## src/rtl/ram_rd_ctrl.sv

```systemverilog
// ram_rd_ctrl: key-started block reader that streams rd_len words from a synchronous-read RAM
// Ports:
//   clk, rst_n              clock, asynchronous active-low reset
//   key                     active-low start key (asynchronous, synchronised here)
//   base_addr, rd_len       block start address and word count, sampled on the start event
//   rd_en, rd_addr, rd_data RAM read port; rd_data valid RD_LAT cycles after rd_en
//   dout, dout_valid        show-ahead stream output (FIFO head)
//   dout_ready              consumer ready; a word pops on dout_valid & dout_ready
//   busy, done              transfer in progress / one-cycle completion pulse
module ram_rd_ctrl #(
    parameter int ADDR_W = 5,
    parameter int DATA_W = 16,
    parameter int RD_LAT = 1
) (
    input  logic              clk,
    input  logic              rst_n,
    input  logic              key,
    input  logic [ADDR_W-1:0] base_addr,
    input  logic [ADDR_W:0]   rd_len,
    output logic              rd_en,
    output logic [ADDR_W-1:0] rd_addr,
    input  logic [DATA_W-1:0] rd_data,
    output logic [DATA_W-1:0] dout,
    output logic              dout_valid,
    input  logic              dout_ready,
    output logic              busy,
    output logic              done
);
    localparam int DEPTH = RD_LAT + 2;
    localparam int PW = $clog2(DEPTH);
    localparam int CW = $clog2(DEPTH + 1);
    localparam logic [1:0] IDLE = 2'd0, READ = 2'd1, DRAIN = 2'd2, DONE = 2'd3;
    logic              key_d0, key_d1, start;
    logic [1:0]        state;
    logic [ADDR_W-1:0] addr, last_addr;
    logic [ADDR_W:0]   remaining;
    logic [RD_LAT-1:0] vld;
    logic [DATA_W-1:0] fifo [DEPTH];
    logic [PW-1:0]     wr_ptr, rd_ptr;
    logic [CW-1:0]     fifo_count, in_flight;
    logic [CW:0]       used;
    logic              wr, pop, credit;

    assign start      = ~key_d0 & key_d1;
    assign wr         = vld[RD_LAT-1];
    assign dout_valid = fifo_count != '0;
    assign dout       = dout_valid ? fifo[rd_ptr] : '0;
    assign pop        = dout_valid & dout_ready;
    // credit counts every word already requested but not yet popped, so the FIFO cannot overflow
    assign used       = (CW+1)'(fifo_count) + (CW+1)'(in_flight);
    assign credit     = used < (CW+1)'(DEPTH);
    assign rd_en      = (state == READ) && credit;
    assign rd_addr    = rd_en ? addr : last_addr;
    assign busy       = state != IDLE;
    assign done       = state == DONE;

    always_comb begin
        in_flight = '0;
        for (int i = 0; i < RD_LAT; i++)
            in_flight = in_flight + CW'(vld[i]);
    end

    always_ff @(posedge clk) begin
        if (wr)
            fifo[wr_ptr] <= rd_data;
    end

    always_ff @(posedge clk or negedge rst_n) begin
        if (!rst_n) begin
            key_d0     <= 1'b1;
            key_d1     <= 1'b1;
            state      <= IDLE;
            addr       <= '0;
            last_addr  <= '0;
            remaining  <= '0;
            vld        <= '0;
            wr_ptr     <= '0;
            rd_ptr     <= '0;
            fifo_count <= '0;
        end else begin
            key_d0     <= key;
            key_d1     <= key_d0;
            vld        <= RD_LAT'({vld, rd_en});
            fifo_count <= fifo_count + CW'(wr) - CW'(pop);
            if (wr)
                wr_ptr <= (wr_ptr == PW'(DEPTH - 1)) ? '0 : wr_ptr + PW'(1);
            if (pop)
                rd_ptr <= (rd_ptr == PW'(DEPTH - 1)) ? '0 : rd_ptr + PW'(1);
            if (rd_en) begin
                addr      <= addr + ADDR_W'(1);
                remaining <= remaining - (ADDR_W+1)'(1);
                last_addr <= addr;
            end
            case (state)
                IDLE:
                    if (start) begin
                        addr      <= base_addr;
                        remaining <= rd_len;
                        // an empty block passes through DRAIN so done lands two cycles after start
                        state     <= (rd_len == '0) ? DRAIN : READ;
                    end
                READ:
                    if (rd_en && remaining == (ADDR_W+1)'(1))
                        state <= DRAIN;
                // leave in the cycle of the final pop so done follows it directly
                DRAIN:
                    if (in_flight == '0 && (fifo_count == '0 || (fifo_count == CW'(1) && pop)))
                        state <= DONE;
                default:
                    state <= IDLE;
            endcase
        end
    end
endmodule

```

## config.mk

```make
export PLATFORM = sky130hd
export DESIGN_NAME = ram_rd_ctrl
export DESIGN_NICKNAME = d
export VERILOG_FILES = /design/src/rtl/ram_rd_ctrl.sv
export SDC_FILE = /design/constraint.sdc
export NUM_CORES = 1
export LEC_CHECK = 0
export BUFFER_PORTS_ARGS = -buffer_cell sky130_fd_sc_hd__buf_2
export CAP_MARGIN = 20
export CORE_MARGIN = 3
export CORE_UTILIZATION = 30
export DETAILED_ROUTE_END_ITERATION = 7
export GPL_ROUTABILITY_DRIVEN = 0
export SYNTH_ARGS = -nofsm -noshare
export SYNTH_HDL_FRONTEND = slang
export SYNTH_SLANG_ARGS = --single-unit
export TNS_END_PERCENT = 50
```

## constraint.sdc

```tcl
create_clock -name clk -period 4.6 [get_ports clk]
set_input_delay 0.23 -clock clk [delete_from_list [all_inputs] [get_ports clk]]
set_output_delay 0.23 -clock clk [all_outputs]
set_load 0.03 [all_outputs]
```

==> results.yml, run 1 <==
worst_setup_path:
  path_cells: "ha_1 -> ha_1 -> nor2b_1 -> and2_1 -> mux2_2 -> buf_2"
  cp.required_ns: 4.37
  crit_fanout: 11
  crit_buf_inv: 1
  critPathMaxStageDelay_ns: 0.53
  slowest_stage: "and2_1"
  cp-start-kind: "flop"
  endpoint_kind: "primary output"
  worstSetupPathType: "flop to primary output"
  crit_arrival_ns: 2.72
  crit_path_frequent_cell: "ha_1"
  cp_top_family: "simple AND/OR/NAND/NOR gates"
route:
  viasPerCell: 4.40
  drt_wl_total_mm: 6.13
  drc: 0
  antenna_left: 0
  drt-initial-drc-count: 95
  wl_per_cell_um: 13.4
  vias: 2017
  drt-pass1-iter-count: 4
timing:
  finClkSkew_ns: 0.0114
  period_share_pct: 64.1
  layout_min_cycle_time_ns: 2.95
  hold_ws_ns: 0.0761
  worst_slew_margin_rel_pct: 32.6
  finalSetupTns_ns: 0
  finalHoldViolCount: 0
  setup_viol: 0
  max_freq_mhz: 339
  tightest_slew_ns: 1.01
  rsz0062_at_grt: "no"
  final_max_slew_viol_count: 0
clock_network:
  clk_latency_ns: 0.35
  cts_num_sinks: 75
  cts_made_buffers: 9
  clkTransAtPathRegs_ns: 0.09
  cts_tree: "yes"
  postCtsSetupRepairBufs: 0
  cts-root-buf: "clkbuf_8"
  cts_buffer_depth: 2
  htree_levels: 3
  hold_buffers: 2
  cts_resized: 0
finish:
  regArea_um2: 2120
  fin_nets: 359
  multi_input_area_um2: 1040
  diodes: 0
  fill_cells: 1020
  synthToLayoutAreaGrowth_pct: 21.3
  drive_gt1_share_pct: 27.3
min_path:
  hold_path.class: "input port to flop"
logic_synthesis:
  synthFlopType: "edfxtp_1"
  synthArstFlopShare_pct: 36.0
  syn_inst: 255
  synth_commonest_cells: "edfxtp_1 (48), nor2_1 (48), a21oi_1 (28)"
  synthesis.nets: 297
  synth_top_cell_area_share_pct: 44.4
  ys_seq_elements: 75
  synth_edf_count: 48
  synth.avg_cell_area_um2: 12.7
  synth_cell_type_count: 33
  yosysSeqAreaShare_pct: 65.3
  yosys-top-cells-area: "edfxtp_1 (44%), dfrtp_1 (19%), mux2i_1 (5.5%)"
  yosysWarnings: 0
  synth_top_area_cell: "edfxtp_1"
  netlist_area_um2: 3250
floorplanning:
  dieWidth_um: 110
  dieHeight_um: 110
  core_um2: 10400
  initial_core_util_pct: 31.2
  die_area_um2: 12100
  num_rows: 37
  boundaryPins: 56
global_route:
  grtUsageTotal_pct: 10.8
  antenna_found_initial: 0
  grt_pass1_wl_mm: 9.78
  grt_pass1_vias: 2050
  globalRouteOverflowTotal: 0
  grt_max_degree: 36
power_and_ir_drop:
  combinationalPowerShare_pct: 43.2
  p_sw_share_pct: 41.6
  seqPwrFrac_pct: 37.7
  power_density_nw_per_um2: 696
  p_int_mw: 1.60
  vdd_drop_max_mv: 0.470
  leakage_nw: 1.63
  power_mw: 2.74
  power_frac_clock_pct: 19.1
  power_switching_mw: 1.14
place:
  port-buffer-count: 55
  post-dp-hpwl_mm: 4.10
status:
  run_status: "finished clean"
job:
  drv_cap: 0
[cells in the final DEF, fill, tap and decap left out, types with 2 or more instances in the layout]
cell type / count
ha_1: 11
xor2_1: 5
nor3_1: 2
mux2i_1: 18
clkbuf_8: 9
inv_1: 12
and3_1: 3
nand4_1: 3
buf_2: 55
o21ai_0: 2
dlygate4sd3_1: 2
and2_1: 2
dfrtp_1: 25
nand2_1: 4
edfxtp_1: 48
a21o_1: 3
a21oi_1: 28
nand3_1: 2
dfstp_2: 2
buf_4: 4
nand2b_1: 2
xnor2_1: 6
inv_6: 3
mux2_2: 6
nor2_1: 48
[power by group through the flow]
stage | combinational (mW) | sequential (mW) | clock, mW
3_3_place_gp | 1.14 | 1.07 | 0
4_1_cts | 1.17 | 1.06 | 0.543
2_1_floorplan | 0.939 | 0.980 | 0
3_5_place_dp | 1.16 | 1.08 | 0
5_1_grt | 1.33 | 1.06 | 0.578
6_report | 1.19 | 1.03 | 0.523
[per-layer routing]
metal / up-vias / share of wire, % / GRT usage, %
li1: 1028 / - / -
met1: 942 / 43 / 12.8
met2: 40 / 50 / 17.9
met3: 7 / 5.5 / 3.61
met4: 0 / 1.7 / 4.81
met5: - / 0 / 0
[registers in the layout, indices dropped and copies added, names as in the netlist]
name	count
vld	1
key_d0	1
fifo_count	2
fifo	48
key_d1	1
last_addr	5
state	2
remaining	6
addr	5
rd_ptr	2
wr_ptr	2
[worst reg2reg max path, stage by stage (launching register included)]
cell and delay [ns]:
dfrtp_1 0.43, ha_1 0.22, ha_1 0.17, nor2b_1 0.44, and2_1 0.53, mux2_2 0.41
[path summary, 6_finish.rpt]
check / start / end / depth (start not counted) / slack [ns]
setup / recovery: vld$_DFF_PN0_ / rd_addr[1] / 6 / 1.65
hold / removal: rd_data[9] / fifo[0][9]$_DFFE_PP_ / 1 / 0.08
setup reg to reg: vld$_DFF_PN0_ / last_addr[1]$_DFF_PN0_ / 5 / 2.29
hold reg to reg: key_d0$_DFF_PN1_ / key_d1$_DFF_PN1_ / 0 / 0.37
max in group asynchronous: rst_n / fifo_count[0]$_DFF_PN0_ / 2 / 3.79
min in group asynchronous: rst_n / last_addr[4]$_DFF_PN0_ / 2 / 0.41
[per-stage QoR]
step                instance area (um2)  cells  utilization (%)  worst slack [ns]
floorplan                          3250    255                -              2.43
global placement                   3680    439             35.4              2.07
detailed placement                 3680    439             35.4              2.02
CTS                                3910    457             37.5              1.61
global route                       3940    458             37.8              1.50
finish                             3940    458             37.8              1.65
[cell families (layout without fill, tap and decap cells)]
| kind of cell | after synthesis | in the layout | synth area share [%] |
|---|---|---|---|
| adders and majority gates | 11 | 11 | 4.24 |
| muxes | 25 | 25 | 7.98 |
| DFF | 75 | 75 | 65.3 |
| and+or+nand+nor | 72 | 72 | 9.90 |
| AOI/OAI and AO/OA | 38 | 38 | 6.74 |
| xor gates and xnor gates | 11 | 11 | 2.97 |
| buffers and inverters | 23 | 90 | 2.89 |
[cell type report]
class	instances	share of cell area, %
clock inverter	7	2.13
inverter	12	1.14
clock buffer	9	3.14
tap	136	4.32
timing repair buffer	62	8.96
sequential	75	53.8
multi-input combinational	157	26.5
Note: power is estimated with default switching activity, not from simulation.
==> run 2: changes to the inputs <==
- ABC_AREA: not set -> 1
- clock period: 4.6 -> 2.7 ns (I/O delays scaled with it)
==> results.yml, run 2 <==
timing:
  layout_min_cycle_time_ns: 2.32
  tightest_slew_ns: 0.735
  period_share_pct: 85.8
  setup_viol: 0
  finalHoldViolCount: 0
  max_freq_mhz: 432
  rsz0062_at_grt: "no"
  worst_slack_ns: 0.384
  finalSetupTns_ns: 0
  final_max_slew_viol_count: 0
  worst_slew_margin_rel_pct: 51.0
  finClkSkew_ns: 0.00757
worst_setup_path:
  critPathMaxStageDelay_ns: 0.44
  path_cells: "ha_1 -> ha_1 -> nand2_1 -> nand3_1 -> buf_4 -> o21ai_0 -> buf_2"
  crit_path_frequent_cell: "ha_1"
  slowest_stage: "dfrtp_1"
  worstSetupPathType: "flop to primary output"
  cp-start-kind: "flop"
  cp.required_ns: 2.57
  endpoint_kind: "primary output"
  crit_arrival_ns: 2.18
  cp_top_family: "adder cells"
  crit_buf_inv: 2
  crit_fanout: 11
route:
  viasPerCell: 4.39
  antenna_left: 0
  wl_per_cell_um: 12.5
  drt-initial-drc-count: 102
  drt-pass1-iter-count: 4
  vias: 2455
  drt_wl_total_mm: 7.02
  drc: 0
finish:
  diodes: 0
  layout_commonest_cell: "nand2_1"
  layout_common_cells: "nand2_1 (100), buf_2 (55), edfxtp_1 (48), nand3_1 (47), inv_1 (44)"
  fin_nets: 456
  final_util_pct: 38.6
  drive_gt1_share_pct: 21.2
  synthToLayoutAreaGrowth_pct: 24.5
  largest_register_ffs: 48
  design_area_um2: 4240
  reg_top3: "fifo: 48 flops, remaining: 6 flops"
  top_register: "fifo"
status:
  run_status: "finished clean"
global_route:
  grt_pass1_wl_mm: 11.8
  grt_max_degree: 28
  antenna_found_initial: 0
  grtUsageTotal_pct: 11.8
  globalRouteOverflowTotal: 0
  grt_pass1_vias: 2468
floorplanning:
  boundaryPins: 56
  initial_core_util_pct: 31.0
  core_um2: 11000
  die_area_um2: 12700
  num_rows: 38
  dieHeight_um: 113
  dieWidth_um: 113
power_and_ir_drop:
  power_density_nw_per_um2: 1250
  power_mw: 5.28
  leakage_nw: 1.98
  vdd_drop_max_mv: 0.597
logic_synthesis:
  synth_top_area_cell: "edfxtp_1"
  synthesis.nets: 386
  synth_top_cell_area_share_pct: 42.3
  yosys-top-cells-area: "edfxtp_1 (42%), dfrtp_1 (18%), nand2_1 (11%)"
  syn_inst: 344
  yosysWarnings: 0
  synth_edf_count: 48
  synth_cell_type_count: 29
  ys_seq_elements: 75
  synthArstFlopShare_pct: 36.0
  synthFlopType: "edfxtp_1"
  netlist_area_um2: 3410
  synth.avg_cell_area_um2: 9.91
  synth_most_common_cell: "nand2_1"
  synth_commonest_cells: "nand2_1 (100), edfxtp_1 (48), nand3_1 (47)"
  yosysSeqAreaShare_pct: 62.2
min_path:
  hold_path.class: "input port to flop"
place:
  post-dp-hpwl_mm: 4.60
  place_ws_ns: 0.733
  port-buffer-count: 55
  placed_cell_area_um2: 3850
clock_network:
  cts_resized: 0
  clkTransAtPathRegs_ns: 0.06
  cts_num_sinks: 75
  cts_made_buffers: 9
  cts-root-buf: "clkbuf_16"
  htree_levels: 3
  cts_buffer_depth: 2
  clk_latency_ns: 0.33
  cts_tree: "yes"
job:
  drv_cap: 0
==> run 2: cell count changes after synthesis, sizes merged, moves of 7 or more <==
cell,delta
nor2,-31
a21oi,-25
o21ai,+10
mux2i,-18
nand3,+46
inv,+34
nand2,+97
mux2,-7
==> run 2: final timing paths <==
check	cells after the start	endpoint	slack (ns)	start
worst max register to register	9	state[0]$_DFFE_PN0P_	0.81	vld$_DFF_PN0_
min in group asynchronous	2	state[0]$_DFFE_PN0P_	0.35	rst_n
worst max-delay path	7	rd_addr[3]	0.38	vld$_DFF_PN0_
max in group asynchronous	2	last_addr[1]$_DFF_PN0_	1.94	rst_n
worst min-delay path	1	fifo[0][3]$_DFFE_PP_	0.01	rd_data[3]
worst min register to register	0	key_d1$_DFF_PN1_	0.37	key_d0$_DFF_PN1_
==> run 2: final cells by class <==
cell class	instances	area [um2]
clock buffer	10	229
timing repair buffer	70	410
inverter	47	179
tap	140	175
multi-input combinational	211	1060
sequential	75	2120
fill	1086	6740
clock inverter	6	72.6
==> run 2: metrics by stage <==
step                hold WS (ns)  std cells
floorplan                 -0.161        344
global placement           0.188        534
detailed placement         0.197        534
CTS                      0.00362        559
global route            0.000164        559
finish                    0.0144        559
==> run 2: repair_timing <==
item | 4_1_cts | 5_1_grt
endpoints found under the hold margin | 46 | 0
hold buffers | 9 | 0
setup buffers | 0 | 0
setup endpoints to repair | 0 | 0
==> run 2: power breakdown <==
| group | total, mW | switching, mW | leakage, nW | internal, mW |
|---|---|---|---|---|
| combinational | 2.35 | 1.62 | 1.08 | 0.730 |
| sequential | 1.74 | 0.215 | 0.757 | 1.52 |
| clock | 1.20 | 0.471 | 0.144 | 0.725 |
| total | 5.28 | 2.30 | 1.98 | 2.98 |
==> run 2: kinds of logic (layout without fill, tap and decap cells) <==
kind of cell / Yosys count / after routing / synth area share (%)
AOI/OAI and AO/OA: 22 / 22 / 3.60
xor gates and xnor gates: 5 / 5 / 1.29
adders and majority gates: 11 / 11 / 4.04
buffers and inverters: 58 / 133 / 7.23
DFF: 75 / 75 / 62.2
and+or+nand+nor: 173 / 173 / 21.7
==> run 2: routing by layer <==
layer  vias up  routed length [um]  share of wire, %  track usage, %
met5         -                   0                 0               0
met1      1130                3170                45            13.7
met2        56                3380                48            20.1
met3         8                 383               5.5            4.42
li1       1261                   -                 -               -
met4         0                  83               1.2            3.61
==> run 2: worst register-to-register path: stages, from the launching register on <==
cell     delay, ns
dfrtp_1       0.44
ha_1          0.23
ha_1          0.26
nand2_1       0.07
inv_1         0.06
nor2_4        0.31
nand2_1       0.14
a21oi_1       0.19
nand2_1       0.07
nand2_1       0.06
